$ cat src/rtl/cory_unpack_n.sv
// cory_unpack_n: generic 1-to-R unpacker, one wide beat drained as R independent lane channels.
// Revision 1.0
`default_nettype none

module cory_unpack_n #(
  parameter int N       = 8,
  parameter int R       = 4,
  parameter int ORDERED = 0,
  parameter int A       = N * R
) (
  input  logic         clk,
  input  logic         reset,
  input  logic         i_a_v,
  input  logic [A-1:0] i_a_d,
  input  logic [R-1:0] i_a_m,
  output logic         o_a_r,
  output logic [R-1:0] o_zx_v,
  output logic [A-1:0] o_zx_d,
  input  logic [R-1:0] i_zx_r,
  output logic [R-1:0] o_pend
);

  logic [A-1:0] d_q;
  logic [R-1:0] p_q;
  logic [R-1:0] lane_v;
  logic [R-1:0] fire;
  logic [R-1:0] p_n;
  logic         accept;

  generate
    if (ORDERED != 0) begin : g_ordered
      // Isolate the lowest pending lane: x & -x.
      assign lane_v = p_q & (~p_q + {{(R-1){1'b0}}, 1'b1});
    end else begin : g_parallel
      assign lane_v = p_q;
    end
  endgenerate

  // Ready looks through this cycle's lane fires so the next beat enters without a bubble.
  assign fire   = lane_v & i_zx_r;
  assign p_n    = p_q & ~fire;
  assign o_a_r  = (p_n == '0);
  assign accept = i_a_v & o_a_r;

  always_ff @(posedge clk) begin
    if (reset) begin
      p_q <= '0;
      d_q <= '0;
    end else if (accept) begin
      p_q <= i_a_m;
      d_q <= i_a_d;
    end else begin
      p_q <= p_n;
    end
  end

  assign o_zx_v = lane_v;
  assign o_zx_d = d_q;
  assign o_pend = p_q;

endmodule

`default_nettype wire

$ cat config.mk
export PLATFORM = sky130hd
export DESIGN_NAME = cory_unpack_n
export DESIGN_NICKNAME = d
export VERILOG_FILES = /design/src/rtl/cory_unpack_n.sv
export SDC_FILE = /design/constraint.sdc
export NUM_CORES = 1
export LEC_CHECK = 0
export ABC_AREA = 1
export BUFFER_PORTS_ARGS = -buffer_cell sky130_fd_sc_hd__clkbuf_2
export CAP_MARGIN = 25
export CORE_MARGIN = 3
export CORE_UTILIZATION = 36
export CTS_CLUSTER_SIZE = 25
export DETAILED_ROUTE_END_ITERATION = 10
export GPL_ROUTABILITY_DRIVEN = 0
export PLACE_DENSITY = 0.65
export RECOVER_POWER = 50
export SYNTH_ARGS = -nofsm -noshare
export SYNTH_HDL_FRONTEND = slang
export SYNTH_SLANG_ARGS = --single-unit
export TNS_END_PERCENT = 50
$ cat constraint.sdc
create_clock -name clk -period 1 [get_ports clk]
set_input_delay 0.15 -clock clk [delete_from_list [all_inputs] [get_ports clk]]
set_output_delay 0.15 -clock clk [all_outputs]
set_load 0.005 [all_outputs]
==> results of run 1 <==
## cell usage after synthesis (all sizes together)
cell	instances	share of area, %
a21oi	36	13
buf	17	6.8
clkbuf	5	1.1
dfxtp	36	43
inv	37	8.3
nand2	38	9.0
nand3	36	11
nor2	33	7.9
## worst reg2reg max path, delay by kind of cell, from the launching register on
family                 cells  cell delay, ns
AND/OR/NAND/NOR            6            0.46
flip-flops                 1            0.32
buffers and inverters      2            0.35
## how the worst max path moves through the flow
stage          slack [ns]            startpoint                       to  cells after the start
2_1_floorplan       -0.05  o_pend[3]$_SDFF_PP0_  o_zx_d[19]$_SDFFE_PP0P_                      7
3_3_place_gp        -0.11  o_pend[2]$_SDFF_PP0_  o_zx_d[12]$_SDFFE_PP0P_                      7
3_5_place_dp        -0.14  o_pend[3]$_SDFF_PP0_  o_zx_d[21]$_SDFFE_PP0P_                      7
4_1_cts             -0.26  o_pend[0]$_SDFF_PP0_                    o_a_r                      5
5_1_grt             -0.31  o_pend[2]$_SDFF_PP0_                    o_a_r                      5
6_report            -0.25  o_pend[2]$_SDFF_PP0_                    o_a_r                      5
## repair_timing
action                     4_1_cts  5_1_grt
setup buffers                    3        1
setup endpoints to repair       37       45
pin swaps                        3        3
cloned                           3        1
gates resized for setup          4        5
## cells in the final DEF, fill, tap and decap left out, drive strengths merged
master	n
a21oi	36
buf	18
clkbuf	91
dfxtp	36
inv	37
nand2	38
nand3	36
nor2	33
## cells by family (layout without fill, tap and decap cells)
family / count (synthesis) / in the layout / share of synthesized area, %
DFF: 36 / 36 / 43.1
AOI/OAI and AO/OA: 36 / 36 / 13.0
buffers and inverters: 59 / 146 / 16.2
and+or+nand+nor: 107 / 107 / 27.6
## routing by layer
layer	up-vias	wire [um]	share of wire, %
met2	66	2040	47
li1	904	-	-
met1	758	1880	44
met5	-	0	0
met4	0	21	0.49
met3	2	354	8.2
## where the power goes
part | internal [mW] | total (mW) | switching [mW] | leakage, nW
Sequential | 1.57 | 1.65 | 0.0795 | 0.300
Combinational | 0.537 | 1.00 | 0.463 | 1.01
Clock | 0.562 | 1.06 | 0.494 | 0.0455
## sequential cells by signal (all words and copies together), names as in the netlist
name	flops
o_zx_d	32
o_pend	4
## layout make-up
type / count / area, um^2
fillers: 444 / 1970
repair buffers: 101 / 733
flip-flops and latches: 36 / 726
multi-input cells: 143 / 692
inverters: 37 / 139
clock buffers: 8 / 90.1
well taps: 52 / 65.1
==> impl_results.md, run 1 <==
* Outcome: complete, but fails checks
* Violations in the final reports: negative setup slack
* Yosys Warn Count at 0
* Met3 usage at under 10%
* Drt via density at 4.59
* Power, Total at 3.71 mW
* HPWL after DPL at 2.69 mm
* HP Start: i_a_m[2]
* Max Buffers Root-to-Sink at 2
* TritonCTS sink count at 36
* Placed cells at 361
* Final instance area at 2440 um^2
* DIE WIDTH at 74.1 um
* Maximum VDD drop at 0.787 mV
* Synth unique cells at 15
* Max_cap viols at 0
* Starting Density at 37.9%
* M2 GR Usage at 26.6%
* Final Max Slew Viols at 0
* Hold Path Class: primary input to register
* GR peak layer: met2
* Area of placed instances at 2180 um^2
* Clock tree from TritonCTS: done
* Fmax at 0.797 GHz
* Cell count of the worst reg-to-reg path at 8
* CP Max Fanout at 2
* Final worst path period need at ~1.3 ns
* Worst-Skew Late Latency at 0.28 ns
* Core area at 4410 um^2
* Area grow syn2layout at 46.3%
* TritonCTS Buffers at 5
* Ant. Diodes at 0
* Antenna-violating nets left at 0
* Final hold violations at 0
* Reg-to-reg endpoint: o_zx_d[6]$_SDFFE_PP0P_
* Type of destination of the critical path: primary output
* Clk root buf: clkbuf_8
* Port Buf Inserts at slightly above 80
* Post-synthesis instance total at 238
* Die Y at around 74 um
* Reg-to-reg startpoint: o_pend[2]$_SDFF_PP0_
* Slowest CP cell: dfxtp_2
* Cell Chain, Critical Path: nand2_2 > nand2_2 > nor2_4 > buf_12 > buf_6
* Tcrit/Tclk final at 125%
* Hold-fix buffer count after cts at 0
* Final wirelength at 4.30 mm
* Worst path required time at 0.85 ns
* Final Util at 55.4%
* Hold path depth at 3
* Internal reg-to-reg setup slack at -0.24 ns
* Lkg Pwr at 1.36 nW
* Fin nets at 367
* Power per cell area at 1520 nW/um^2
* RSZ-0062 raised after global routing: true
* Die area at 5500 um^2
* Remaining Overflow, GRT at 0
* DR DRC count at 0
* Sequential area share after synthesis at 43.1%
* CP most frequent cell: nand2_2
* CP delay by family, top: flip-flops
* Post-route insts no fill at 377
* Startpoint types: register
* CTS HTree Levels at 2
* Slew headroom at 88.3%
* Vias in the first global route at 1582
* Layout cells sized above 1 at approximately two fifths
* Worst-path clk slew at 0.07 ns
* Buf+Inv Stages, Crit Path at 2
* Initial antenna violation count at 0
* Routed len/inst at 11.4 um
* Fin Clk Skew at 0.00638 ns
* Row count at 24
* Pre-CTS WS at -0.137 ns
* Avg Cell Area, Syn at 7.02 um^2
* Met1 usage at between 20 and 25%
* First-pass GRT wire length at roughly 7.0 mm
* Hold WS at 0.0967 ns
* Setup tns final at -7.57 ns
* Via count at 1730
* Io pins at 84
* Hold Path Sink: o_pend[2]$_SDFF_PP0_
* Final setup violating endpoints at 37
* Tot GR Track Use at 16.0%
* Critical path data arrival time at between 1 and 1.5 ns
* Critical path class: register to primary output
* Mapped cell area at 1670 um^2
* Synth Register Bits at 36
* Syn Nets at 281
* Largest net degree at the start of global routing at 36
* Slew @ Worst Pin at between 0.15 and 0.2 ns
* Worst path max stage delay at roughly 0.32 ns
* First drt pass iteration count at 4
* Initial drt markers at 68
* Setup ws final at -0.255 ns
Note: power is estimated with default switching activity, not from simulation.
==> run 2: changes to the inputs <==
Settings changed: ABC_AREA 1 to unset.
==> run 2 against run 1 <==
Net effect: the flow still finishes with violations (negative setup slack); critical path type is now register to register; routed wire length decreased by 4.9%; hold slack got worse by 0.016 ns; non-clock buffer count decreased by 2; synthesized area decreased by 2.8%; register-to-register slack got worse by 0.22 ns.
==> impl_results.md, run 2 <==
* Outcome: complete, but fails checks
* Violations in the final reports: negative setup slack
* Critical path data arrival time at 1.64 ns (+0.54 ns)
* TritonCTS sink count at 36 (unchanged)
* DIE WIDTH at 73.2 um (-1.3%)
* Fillcell total at 407 (-8.3%)
* Slew @ Worst Pin at 0.248 ns (+0.0720 ns)
* Final worst path period need at 1.46 ns (+0.205 ns)
* Starting Density at 39.0% (+1.1 points)
* Synth async-reset ratio at 0% (unchanged)
* Antenna-violating nets left at 0 (unchanged)
* Number of synthesized flops with an enable pin at 0 (unchanged)
* Clock Power Share at 31.3% (+2.8 points)
* Sequential Power Share at 48.0% (+3.5 points)
* Most frequent cells in the layout: clkbuf_2, nand2_1, a31o_1, dfxtp_1, a21oi_1
* Layout cells sized above 1 at 44.1% (+5.3 points)
* Hold WS at 0.0812 ns (-0.0155 ns)
* Initial antenna violation count at 0 (unchanged)
* Largest net degree at the start of global routing at 35 (-2.8%)
* Initial drt markers at 46 (-32%)
* Final setup violating endpoints at 37 (unchanged)
* DR DRC count at 0 (unchanged)
* Tot GR Track Use at 15.7% (-0.30 points)
* Max_cap viols at 0 (unchanged)
* Vias in the first global route at 1383 (-13%)
* CP Max Fanout at 23 (+21)
* Max Buffers Root-to-Sink at 2 (unchanged)
* Top cells by area, synth: dfxtp_1, a31o_1, a21oi_1
* First drt pass iteration count at 4 (unchanged)
* Final Util at 52.4% (-3.0 points)
* Switching Fraction at 25.8% (-2.1 points)
* Avg Cell Area, Syn at 9.62 um^2 (+37%)
* TritonCTS Buffers at 5 (unchanged)
* Drt via density at 4.86 (+5.8%)
* Hold-fix buffer count after cts at 0 (unchanged)
* Worst-path clk slew at 0.07 ns (about the same)
* RSZ-0062 raised after global routing: true
* Leading area contributor after synthesis: dfxtp_1
* Psw at 0.861 mW (-17%)
* Lkg Pwr at 1.00 nW (-26%)
* Clk root buf: clkbuf_8
* Max FFs per register at 32 (unchanged)
* Final hold violations at 0 (unchanged)
* Most frequent cell after synthesis: dfxtp_1
* Critical path class: register to register
* Yosys Warn Count at 0 (unchanged)
* Power, Total at 3.33 mW (-10%)
* First-pass GRT wire length at 6.48 mm (-7.2%)
* Post-synth top cells: dfxtp_1, a31o_1, nand2_1
* Power per cell area at 1520 nW/um^2 (+0.51%)
* Die Y at 73.2 um (-1.3%)
* Row count at 23 (-4.2%)
* Maximum VDD drop at 0.756 mV (-3.9%)
* Synth unique cells at 18 (+3)
* Post-synthesis instance total at 169 (-29%)
* CTS HTree Levels at 2 (unchanged)
* Slew headroom at 83.4% (-4.9 points)
* Routed len/inst at 13.5 um (+18%)
* Fmax at 0.685 GHz (-14%)
* Hold Path Class: primary input to register
* Syn Nets at 212 (-25%)
* Setup ws final at -0.460 ns (-0.205 ns)
* Via count at 1476 (-15%)
* Die area at 5360 um^2 (-2.5%)
* Startpoint types: register
* Port Buf Inserts at 83 (unchanged)
* Final wirelength at 4.09 mm (-4.9%)
* Worst-Skew Late Latency at 0.28 ns (about the same)
* Fin nets at 296 (-19%)
* Mapped cell area at 1630 um^2 (-2.8%)
* Worst path required time at 1.18 ns (+0.33 ns)
* Comb pwr share at 20.7% (-6.3 points)
* Sequential area share after synthesis at 44.3% (+1.2 points)
* Io pins at 84 (unchanged)
* Type of destination of the critical path: register
* Setup tns final at -15.62 ns (-8.04 ns)
* Fin Clk Skew at 0.00560 ns (-0.000780 ns)
* Area grow syn2layout at 34.5%
* Area of placed instances at 2060 um^2 (-5.6%)
* Final Max Slew Viols at 0 (unchanged)
* Core area at 4170 um^2 (-5.5%)
* Tcrit/Tclk final at 146% (+20 points)
* Post-synth top flop: dfxtp_1
* Final instance area at 2190 um^2 (-11%)
* Cell-internal power at 2.47 mW (-7.5%)
* HPWL after DPL at 2.85 mm (+6.2%)
* Synth Register Bits at 36 (unchanged)
* Share of the synthesized area in the top cell type at 44.3% (+1.2 points)
* Commonest non-fill, non-tap cell in the layout: clkbuf_2
* Ant. Diodes at 0 (unchanged)
* Remaining Overflow, GRT at 0 (unchanged)
* Clock tree from TritonCTS: done
## run 2: logic make-up (layout without fill, tap and decap cells)
logic type      Yosys count  after routing  share of synthesized area, %
compound gates           68             68                          28.9
flops                    36             36                          44.3
buf+inv                  23            108                          14.2
simple gates             42             42                          12.6
## run 2: what timing repair did
item	in CTS	in global routing
endpoints found under the setup margin	37	45
setup buffers	3	0
pin swaps	1	10
gates resized for setup	2	4
## run 2: routing by layer
metal / track usage (%) / part of all wire, %
met1: 18.8 / 43
met2: 24.1 / 46
met3: 7.44 / 9.3
met4: 6.56 / 2.1
met5: 0 / 0
## run 2: worst max-delay path, stage by stage (launching register included)
cell     delay [ns]
dfxtp_2        0.32
nor2b_4        0.13
nor4_4         0.30
buf_4          0.18
buf_12         0.15
a21oi_1        0.08
a31o_1         0.18
## run 2: power by group through the flow
stage | Clock (mW) | Combinational (mW) | Sequential, mW
floorplan | 0 | 0.429 | 1.64
global placement | 0 | 0.661 | 1.63
detailed placement | 0 | 0.665 | 1.63
CTS | 1.08 | 0.695 | 1.60
global route | 1.15 | 0.756 | 1.61
finish | 1.04 | 0.690 | 1.60
## run 2: path summary, 6_finish.rpt
check | startpoint | end | slack (ns) | cells after the start
worst max-delay path | o_pend[2]$_SDFF_PP0_ | o_zx_d[12]$_SDFFE_PP0P_ | -0.46 | 6
worst min-delay path | i_a_d[7] | o_zx_d[7]$_SDFFE_PP0P_ | 0.08 | 2
worst max register to register | o_pend[2]$_SDFF_PP0_ | o_zx_d[12]$_SDFFE_PP0P_ | -0.46 | 6
worst min register to register | o_zx_d[18]$_SDFFE_PP0P_ | o_zx_d[18]$_SDFFE_PP0P_ | 0.59 | 3
## run 2: cell type report
class	instances	area (um^2)	area share, %
sequential	36	726	33.2
timing repair buffer	99	614	28.1
multi-input combinational	110	689	31.5
tap	50	62.6	2.86
inverter	1	3.75	0.172
clock buffer	8	90.1	4.12
## run 2: per-stage QoR
stage / cells / worst slack (ns)
3_5_place_dp: 293 / -0.451
4_1_cts: 304 / -0.460
2_1_floorplan: 169 / -0.367
5_1_grt: 304 / -0.535
3_3_place_gp: 293 / -0.431
6_report: 304 / -0.460
